## config.mk

```make
export PLATFORM = sky130hd
export DESIGN_NAME = pipe_hazard_ctrl
export DESIGN_NICKNAME = d
export VERILOG_FILES = /design/src/rtl/pipe_hazard_ctrl.sv
export SDC_FILE = /design/constraint.sdc
export NUM_CORES = 1
export LEC_CHECK = 0
export ABC_AREA = 1
export CAP_MARGIN = 20
export CORE_UTILIZATION = 43
export CTS_BUF_LIST = sky130_fd_sc_hd__clkbuf_8
export DETAILED_ROUTE_END_ITERATION = 8
export GPL_ROUTABILITY_DRIVEN = 0
export PLACE_DENSITY = 0.85
export SLEW_MARGIN = 20
export SYNTH_ARGS = -nofsm -noshare
export SYNTH_HDL_FRONTEND = slang
export SYNTH_SLANG_ARGS = --single-unit
```

## constraint.sdc

```tcl
create_clock -name CLK -period 2 [get_ports CLK]
set_input_delay 0.4 -clock CLK [delete_from_list [all_inputs] [get_ports CLK]]
set_output_delay 0.4 -clock CLK [all_outputs]
set_load 0.05 [all_outputs]
```

## src/rtl/pipe_hazard_ctrl.sv

```systemverilog
// pipe_hazard_ctrl: pipeline stall/flush control for load-use, taken branches and slow data memory.
module pipe_hazard_ctrl (
  input  logic        CLK,
  input  logic        RESET,
  input  logic [4:0]  ID_RS,
  input  logic [4:0]  ID_RT,
  input  logic        ID_USES_RT,
  input  logic        EX_MEMREAD,
  input  logic [4:0]  EX_REG_DEST,
  input  logic        MEM_BRANCH_TAKEN,
  input  logic        MEM_REQ,
  input  logic        MEM_READY,
  output logic        PC_EN,
  output logic        IFID_EN,
  output logic        IDEX_EN,
  output logic        EXMEM_EN,
  output logic        IFID_FLUSH,
  output logic        IDEX_FLUSH,
  output logic        EXMEM_FLUSH,
  output logic        MEM_BUSY,
  output logic        MEM_TIMEOUT,
  output logic [15:0] STALL_COUNT
);
  typedef enum logic [1:0] {RUN, MEM_WAIT, FLUSH} state_t;
  state_t state, next_state;
  logic [7:0] wait_cnt;
  logic load_use, mem_stall, wait_low;
  assign load_use  = EX_MEMREAD && EX_REG_DEST != 5'd0 &&
                     (EX_REG_DEST == ID_RS || (ID_USES_RT && EX_REG_DEST == ID_RT));
  assign mem_stall = MEM_REQ && !MEM_READY;
  assign wait_low  = state == MEM_WAIT && !MEM_READY;
  always_comb begin
    {PC_EN, IFID_EN, IDEX_EN, EXMEM_EN} = 4'b1111;
    {IFID_FLUSH, IDEX_FLUSH, EXMEM_FLUSH} = 3'b000;
    MEM_BUSY = 1'b0;
    next_state = state;
    if (RESET) begin
      {PC_EN, IFID_EN, IDEX_EN, EXMEM_EN} = 4'b0000;
      {IFID_FLUSH, IDEX_FLUSH, EXMEM_FLUSH} = 3'b111;
      next_state = RUN;
    end else begin
      case (state)
        RUN: begin
          if (mem_stall) begin
            {PC_EN, IFID_EN, IDEX_EN, EXMEM_EN} = 4'b0000;
            MEM_BUSY = 1'b1;
            next_state = MEM_WAIT;
          end else if (MEM_BRANCH_TAKEN) begin
            {IFID_FLUSH, IDEX_FLUSH, EXMEM_FLUSH} = 3'b111;
            next_state = FLUSH;
          end else if (load_use) begin
            {PC_EN, IFID_EN} = 2'b00;
            IDEX_FLUSH = 1'b1;
          end
        end
        MEM_WAIT: begin
          // branch is ignored here; EX/MEM holds it until release
          MEM_BUSY = 1'b1;
          {PC_EN, IFID_EN, IDEX_EN, EXMEM_EN} = MEM_READY ? 4'b1111 : 4'b0000;
          next_state = MEM_READY ? RUN : MEM_WAIT;
        end
        FLUSH: begin
          IFID_FLUSH = 1'b1;
          next_state = RUN;
        end
        default: next_state = RUN;
      endcase
    end
  end
  always_ff @(posedge CLK or posedge RESET) begin
    if (RESET) begin
      state       <= RUN;
      wait_cnt    <= 8'd0;
      MEM_TIMEOUT <= 1'b0;
      STALL_COUNT <= 16'd0;
    end else begin
      state       <= next_state;
      wait_cnt    <= wait_low ? (wait_cnt == 8'hFF ? wait_cnt : wait_cnt + 8'd1) : 8'd0;
      MEM_TIMEOUT <= MEM_TIMEOUT | (wait_low && wait_cnt == 8'hFF);
      if (!PC_EN && STALL_COUNT != 16'hFFFF) STALL_COUNT <= STALL_COUNT + 16'd1;
    end
  end
endmodule
```

After elaboration in Yosys (flattened, before gate mapping)

Index checks and enable logic that the tools add are counted.
Widths: inputs -> output; s select.

Equality and inequality tests: 8
Bitwise logic cells: 1
Multipliers: 0
Divide/modulo/power cells: 0
Multiplexer cells: 34
Shift-type cells: 0
Reductions and logical operators: 12
$lt $le $gt $ge: 0
Add/subtract/negate cells: 2

Operator list:

| operator              | count |
|---|---|
| $mux 1                | 21 |
| $add 16x1->16 const B | 1 |
| $mux 8                | 2 |
| $ne 16x16->1 const B  | 1 |
| $pmux 1 s2            | 6 |
| $eq 5x5->1            | 2 |
| $add 8x1->8 const B   | 1 |
| $eq 8x8->1 const B    | 1 |
| $logic_and 1x1->1     | 7 |
| $mux 2                | 3 |
| $reduce_bool 5->1     | 1 |
| $mux 4                | 1 |
| $ne 4x4->1 const B    | 1 |
| $pmux 2 s2            | 1 |
| $eq 2x1->1 const B    | 1 |
| $eq 2x2->1 const B    | 1 |
| $logic_not 1->1       | 2 |
| $logic_not 2->1       | 1 |
| $ne 2x2->1 const B    | 1 |
| $logic_or 1x1->1      | 1 |
| $or 1x1->1            | 1 |

Latch bits: 0
Memories kept: 0
Output and inout port bits: 25
RAM bits: 0
Flip-flop bits (word level): 27
Memory bits (read-only): 0
Input bits: 22

Longest topological paths before layout

Gate-level depths: netlist (run 1).

Depth in word-level cells: 11
Gate-level depth with buffers: 14
Depth with buffers taken out: 13

Worst setup path before layout (run 1)

No wires, ideal clock.

Kind: input-to-output
Start point: input RESET
End point: output IDEX_FLUSH
Arrival: 2082 ps
Slack: -482 ps
Cell stages on the path: 3
Required time: 1600 ps
Cells stage by stage: inv_1 -> nand2_1 -> a31o_2

Longest elaborated chain between the ends: 1

Ends and longest elaborated chain:

| what               | RTL line | source |
|---|---|---|
| start: declaration | 4        | `input logic RESET,` |
| $mux 1             | 37       | `if (RESET) begin` |
| end: declaration   | 18       | `output logic IDEX_FLUSH,` |

No other way between the ends.

Worst setup path in the final report (run 1)

Start point: register state[0]
End point: output IFID_FLUSH

Longest elaborated chain between the ends: 3
Elaborated cells between the ends (all ways): 4
Classes of those cells: 1 x eq/ne; 2 x mux; 1 x reduce/logical

Ends and longest elaborated chain:

| what                                                 | RTL line | source |
|---|---|---|
| start: declaration                                   | 25       | `state_t state, next_state;` |
| start signal: assignment                             | 77       | `state <= next_state;` |
| $eq 2x2->1 / $logic_not 2->1 (equally long branches) | 42       | `case (state)` |
| $pmux 1 s2 *                                         | 42       |  |
| $mux 1 *                                             | 37       |  |
| end: declaration                                     | 17       | `output logic IFID_FLUSH,` |

Every way passes the cells marked *; elsewhere a longest branch is shown, timed or not.

==> results of run 1 <==
==> cell families (layout without fill, tap and decap cells) <==
group           count (synthesis)  in the layout  synth area share (%)
simple gates                  151            151                 38.05
flops                          27             27                 37.84
compound gates                 17             17                 5.466
xor+xnor                       14             14                 6.868
buf+inv                        44            105                 10.37
fa+ha+maj                       2              2                 1.401
==> how the worst min path moves through the flow <==
stage | depth (start not counted) | from | to | slack (ns)
2_1_floorplan | 1 | RESET | MEM_TIMEOUT$_DFF_PP0_ | 0.32
3_3_place_gp | 2 | MEM_TIMEOUT$_DFF_PP0_ | MEM_TIMEOUT$_DFF_PP0_ | 0.44
3_5_place_dp | 2 | MEM_TIMEOUT$_DFF_PP0_ | MEM_TIMEOUT$_DFF_PP0_ | 0.47
4_1_cts | 2 | RESET | state[0]$_DFFE_PP0P_ | 0.40
5_1_grt | 2 | RESET | state[0]$_DFFE_PP0P_ | 0.43
6_report | 2 | RESET | state[0]$_DFFE_PP0P_ | 0.40
==> area by class of cell <==
| cell class | instances | area share, % |
|---|---|---|
| multi-input combinational | 184 | 38.41 |
| sequential | 27 | 27.33 |
| timing repair buffer | 62 | 23.68 |
| inverter | 39 | 6.225 |
| tap | 50 | 2.530 |
| clock buffer | 3 | 1.670 |
| clock inverter | 1 | 0.1518 |
==> repair_timing <==
| item | CTS | global route |
|---|---|---|
| resized for setup | 37 | 25 |
| setup buffers | 1 | 3 |
| pin swaps | 17 | 16 |
| endpoints found under the setup margin | 6 | 12 |
==> sequential cells by signal, summed over array words and instances, names as in the netlist <==
name / cells
STALL_COUNT: 16
wait_cnt: 8
state: 2
MEM_TIMEOUT: 1
==> synthesized netlist by cell type (2+ instances only) <==
cell type,n,area share [%]
nand2_1,84,18
inv_1,39,8.2
dfrtp_1,27,38
nand3_1,27,7.6
nor2_1,21,4.4
o21ai_0,10,2.8
xor2_1,9,4.4
nor3_1,6,1.7
xnor2_1,5,2.5
buf_4,3,1.3
nand2_4,3,1.9
a211oi_1,2,0.84
a21oi_1,2,0.56
ha_1,2,1.4
nand4_1,2,0.70
nor4_1,2,0.70
==> power by group through the flow <==
stage	sequential (mW)	clock, mW	combinational, mW
after detailed placement	0.690	0	0.669
after floorplan	0.849	0	0.270
after global routing	0.688	0.323	0.744
final	0.677	0.302	0.682
after global placement	0.684	0	0.658
after CTS	0.677	0.313	0.675
==> layer usage <==
layer	share of wire [%]	wire length, um
met5	0	0
met4	2.4	95
met3	4.5	180
met2	50	1982
met1	43	1722
==> metrics by stage <==
| step | util [%] | total power, mW | area, um2 | setup slack, ns | TNS, ns |
|---|---|---|---|---|---|
| 6_report | 61.81 | 1.661 | 2472 | 0.01849 | 0 |
| 4_1_cts | 61.43 | 1.666 | 2457 | 0.009845 | 0 |
| 3_5_place_dp | 59.81 | 1.358 | 2392 | -0.3194 | -5.417 |
| 3_3_place_gp | 59.81 | 1.342 | 2392 | -0.2851 | -4.801 |
| 2_1_floorplan | - | 1.119 | 1804 | -0.1615 | -0.3201 |
| 5_1_grt | 61.81 | 1.755 | 2472 | -0.09206 | -0.2583 |
==> flow_summary_export.csv, run 1 <==
group,metric,value,unit
status,outcome,"complete, but fails checks",
status,violations,"DRC",
floorplanning,die_y,66.44,um
detailed_routing,viasPerCell,4.828,
setup_path,path_buf_inv,3,
floorplanning,start_util,44.64,%
setup_path,setup.worst_path.end_class,"output port",
pwr,power.share.switching,40.16,%
pwr,power_density,671.8,nW/um2
yosys,yosys_warnings,0,
sta,rsz0062_at_grt,"yes",
clock_network,cts_made_buffers,3,
cells_and_area,fill_cells,345,
setup_path,crit_path_start,"state[0]$_DFFE_PP0P_",
pwr,power.net_switching,0.6671,mW
detailed_routing,wire_per_inst,10.88,um
global_route,grt.met2_usage,37.24,%
detailed_routing,drt_iter0_drc,98,
detailed_routing,postRouteAntennaNets,0,
yosys,synth-main-ff-cell,"dfrtp_1",
yosys,synth_edf_count,0,
sta,worst_slew_pin_slew,0.5113,ns
cells_and_area,register_area,675.6,um2
setup_path,critPathRequiredTime,1.60,ns
setup_path,crit_path_end,"IFID_FLUSH",
floorplanning,dieArea,4414,um2
yosys,synthesis.area,1785,um2
clock_network,clkSinkCount,27,
floorplanning,row_count,23,
cells_and_area,final_common_cell,"nand2_1",
setup_path,r2r_end,"STALL_COUNT[8]$_DFFE_PP0P_",
detailed_routing,drt_pass1_iterations,6,
sta,fmaxAchievable,504.7,MHz
yosys,syn_avg_cell_area,7.002,um2
clock_network,clk_pin_slew,0.09,ns
global_route,grt_pass1_wl,7203,um
global_route,grt_max_degree,27,
pwr,p_comb_share,41.1,%
global_route,grt_usage,20.87,%
setup_path,path_common_cell,"nand2_1",
setup_path,slowest_stage,"dfrtp_1",
floorplanning,coreArea,4000,um2
cells_and_area,fin_cells,366,
yosys,async_flop_share,100.0,%
cells_and_area,fin_nets,341,
sta,slew_headroom,65.81,%
global_route,grt_pass1_vias,1775,
setup_path,reg2reg_setup_slack,0.23,ns
setup_path,critPathKind,"reg -> out",
job,drv_cap,0,
clock_network,clk_path_buf_depth,2,
placed_design,port_buffers,46,
clock_network,clkLatencyLatePin,0.27,ns
setup_path,r2r_cells,9,
global_route,antenna_found_initial,0,
pwr,p_leak,1.311,nW
cells_and_area,final_layout_size_suffix_gt1_share,19.62,%
yosys,synth-seq-cells,27,
clock_network,cts-htree-levels,1,
yosys,synth_cell_types,27,
clock_network,cts_tree,"yes",
sta,setup_viol,0,
placed_design,place_inst,358,
sta,maxSlewViolCount,0,
detailed_routing,drcViolationCount,2,
cells_and_area,area_growth,38.47,%
global_route,grt-ovfl-total,0,
floorplanning,io_pins,47,
sta,period_share,99.08,%
sta,fin_crit,1.982,ns
floorplanning,fp.dieW,66.44,um
setup_path,critPathMaxStageDelay,0.39,ns
pwr,power.share.sequential,40.8,%
setup_path,cp-start-kind,"register",
global_route,met3_usage,2.931,%
yosys,synth_nets,279,
min_path,holdCritPathClass,"in -> async",
detailed_routing,drt-total-wl,3981,um
global_route,busiest_layer,"met2",
setup_path,crit_family,"simple AND/OR/NAND/NOR gates",
cells_and_area,multi_input_area,949.7,um2
setup_path,crit_chain,"nor3_2 > nand2_1 > nand2_1 > inv_2 > buf_4 > o21ai_2 > buf_12",
clock_network,cts_root_buf,"clkbuf_8",
sta,fin_worst_skew,0.001468,ns
yosys,synth_cells,255,
detailed_routing,via_count,1767,
setup_path,path_max_fanout,2,
yosys,seq_area_frac_synth,37.84,%
global_route,grt_util_met1,24.41,%
setup_path,cp.depth,7,
sta,hold_violations,0,
clock_network,cts-hold-fix-buffers,0,
pwr,ir_worst_vdd,0.3869,mV
pwr,pwr-share-clk,18.2,%
sta,hold_ws,0.3959,ns
placed_design,dpl.hpwl,3126,um
cells_and_area,n_antenna_cell,0,
cells_and_area,final_cell_mix,"82 x nand2_1, 31 x inv_1, 27 x dfrtp_1, 27 x nand3_1, 20 x buf_4",
setup_path,cp.arrival,1.58,ns
setup_path,r2r-start,"STALL_COUNT[0]$_DFFE_PP0P_",
pwr,p_int,0.9939,mW
Power figures use the tool's default switching activity.
==> run 2: changes to the inputs <==
--- a/config.mk
+++ b/config.mk
@@ -12,6 +12,7 @@
 export DETAILED_ROUTE_END_ITERATION = 8
 export GPL_ROUTABILITY_DRIVEN = 0
 export PLACE_DENSITY = 0.85
+export SETUP_SLACK_MARGIN = 0.5
 export SLEW_MARGIN = 20
 export SYNTH_ARGS = -nofsm -noshare
 export SYNTH_HDL_FRONTEND = slang
==> run 2 against run 1 <==
Net effect: the run ends with setup timing left; global-route usage increased by 4.3 points; count of clock-buffer cells in the layout unchanged; clock power increased by 6%; worst hold slack got worse by 0.15 ns; sequential cell count unchanged; via count increased by 24%; sequential power increased by 3.0%; sequential share of layout area decreased by 4.8 points; largest power group unchanged.
==> flow_summary_export.csv, run 2 (synthesized netlist as in run 1, its figures left out) <==
group,metric,value,unit
status,outcome,"complete, but fails checks",
status,violations,"setup timing",
sta,worst_slew_pin_slew,0.5607,ns
global_route,grt-ovfl-total,0,
sta,worst_slack,-0.05546,ns
detailed_routing,drcViolationCount,0,
pwr,p_leak,1.560,nW
clock_network,cts_tree,"yes",
setup_path,critPathMaxStageDelay,0.45,ns
placed_design,dpl.hpwl,3138,um
placed_design,port_buffers,46,
detailed_routing,drt_iter0_drc,237,
placed_design,place_inst,359,
setup_path,cp.depth,10,
cells_and_area,fin_nets,372,
detailed_routing,drt-total-wl,6721,um
setup_path,path_max_fanout,2,
global_route,antenna_found_initial,0,
global_route,grt_max_degree,18,
sta,period_share,102.8,%
setup_path,crit_family,"simple AND/OR/NAND/NOR gates",
sta,maxSlewViolCount,0,
setup_path,path_buf_inv,4,
setup_path,critPathRequiredTime,1.60,ns
floorplanning,io_pins,47,
clock_network,cts_root_buf,"clkbuf_8",
cells_and_area,reg_top3,"STALL_COUNT (16), wait_cnt (8), state (2)",
sta,fin_crit,2.055,ns
floorplanning,fp.dieW,66.44,um
clock_network,cts_made_buffers,3,
floorplanning,coreArea,4000,um2
global_route,grt_usage,25.17,%
floorplanning,dieArea,4414,um2
setup_path,critPathKind,"reg -> out",
detailed_routing,wire_per_inst,16.93,um
cells_and_area,largest_register_ffs,16,
sta,hold_ws,0.2419,ns
setup_path,path_common_cell,"nand2_2",
floorplanning,start_util,44.64,%
setup_path,cp-start-kind,"register",
clock_network,clkLatencyLatePin,0.28,ns
job,drv_cap,0,
sta,fin_worst_skew,0.008022,ns
cells_and_area,final_cell_mix,"68 x nand2_1, 38 x buf_4, 29 x inv_1",
placed_design,place_area,2392,um2
clock_network,clk_pin_slew,0.10,ns
cells_and_area,top_register,"STALL_COUNT",
clock_network,cts-hold-fix-buffers,0,
setup_path,r2r_cells,13,
pwr,power_density,649.4,nW/um2
cells_and_area,area_growth,68.68,%
setup_path,slowest_stage,"dfrtp_2",
clock_network,cts-htree-levels,1,
cells_and_area,final_common_cell,"nand2_1",
cells_and_area,fill_cells,258,
cells_and_area,fin_util,75.29,%
sta,fmaxAchievable,486.5,MHz
detailed_routing,viasPerCell,5.499,
sta,rsz0062_at_grt,"yes",
floorplanning,die_y,66.44,um
sta,hold_violations,0,
detailed_routing,via_count,2183,
clock_network,clk_path_buf_depth,2,
clock_network,clkSinkCount,27,
cells_and_area,n_antenna_cell,0,
setup_path,cp.arrival,1.66,ns
pwr,p_total,1.956,mW
min_path,holdCritPathClass,"in -> async",
setup_path,crit_chain,"nor3_4 > nand2_2 > nand2_2 > inv_2 > nand2_2 > inv_2 > nand2_2 > nand2_4 > clkinvlp_4 > buf_8",
sta,setup_viol,2,
detailed_routing,drt_pass1_iterations,5,
cells_and_area,final_layout_size_suffix_gt1_share,42.36,%
pwr,ir_worst_vdd,0.3512,mV
sta,slew_headroom,62.58,%
global_route,grt_pass1_wl,8618,um
floorplanning,row_count,23,
cells_and_area,fin_area,3012,um2
setup_path,setup.worst_path.end_class,"output port",
cells_and_area,fin_cells,397,
detailed_routing,postRouteAntennaNets,0,
global_route,grt_pass1_vias,2022,
run 2: cell count changes in the layout (fill, tap and decap cells not counted), sizes merged:
cell,previous run,this run
nand2,88,91
dlygate4sd2,5,6
buf,29,65
clkdlybuf4s18,0,2
clkdlybuf4s15,6,10
clkdlybuf4s50,16,2
dlymetal6s2s,2,1
run 2: final timing paths:
check	to	from	slack, ns
min	state[0]$_DFFE_PP0P_	RESET	0.24
min in group CLK	MEM_TIMEOUT$_DFF_PP0_	MEM_TIMEOUT$_DFF_PP0_	0.47
max in group asynchronous	wait_cnt[3]$_DFFE_PP0N_	RESET	1.31
max reg2reg	STALL_COUNT[3]$_DFFE_PP0P_	state[0]$_DFFE_PP0P_	0.19
min reg2reg	MEM_TIMEOUT$_DFF_PP0_	MEM_TIMEOUT$_DFF_PP0_	0.47
max	IFID_EN	state[0]$_DFFE_PP0P_	-0.06
run 2: per-layer routing:
metal  vias to the layer above  global-route usage, %  part of all wire, %
li1                        988                      -                    -
met1                      1017                  28.39                   37
met2                       145                  45.15                   48
met3                        33                  5.345                  9.0
met4                         0                  10.90                  5.1
met5                         -                      0                    0
run 2: what timing repair did:
item | 4_1_cts | 5_1_grt
setup buffers | 15 | 15
endpoints found under the setup margin | 41 | 37
gates cloned | 3 | 1
resized for setup | 109 | 77
pin swaps | 27 | 28
hold endpoints to repair | 0 | 0
run 2: tightest hold or removal path, stage by stage:
cell and delay [ns]:
dlymetal6s2s_1 0.15, clkinvlp_4 0.16, buf_4 0.13
run 2: through the flow:
stage / TNS [ns] / worst slack, ns
6_report: -0.1093 / -0.05546
5_1_grt: -0.3107 / -0.1345
4_1_cts: 0 / 0.02908
3_5_place_dp: -4.195 / -0.3134
3_3_place_gp: -3.669 / -0.2859
2_1_floorplan: -0.3201 / -0.1615
run 2: where the power goes:
part           internal (mW)  leakage [nW]  switching, mW
Clock                  0.138        0.0269          0.181
Combinational          0.388          1.17          0.551
Sequential             0.598         0.360         0.0988
Total                   1.12          1.56          0.831
run 2: layout make-up:
type | count | area, um2 | area share (%)
Clock buffer | 3 | 41.29 | 1.371
Clock inverter | 1 | 3.754 | 0.1246
Multi-Input combinational cell | 187 | 1219 | 40.47
Inverter | 39 | 153.9 | 5.110
Sequential cell | 27 | 678.2 | 22.52
Timing Repair Buffer | 90 | 853.3 | 28.33
Tap cell | 50 | 62.56 | 2.077
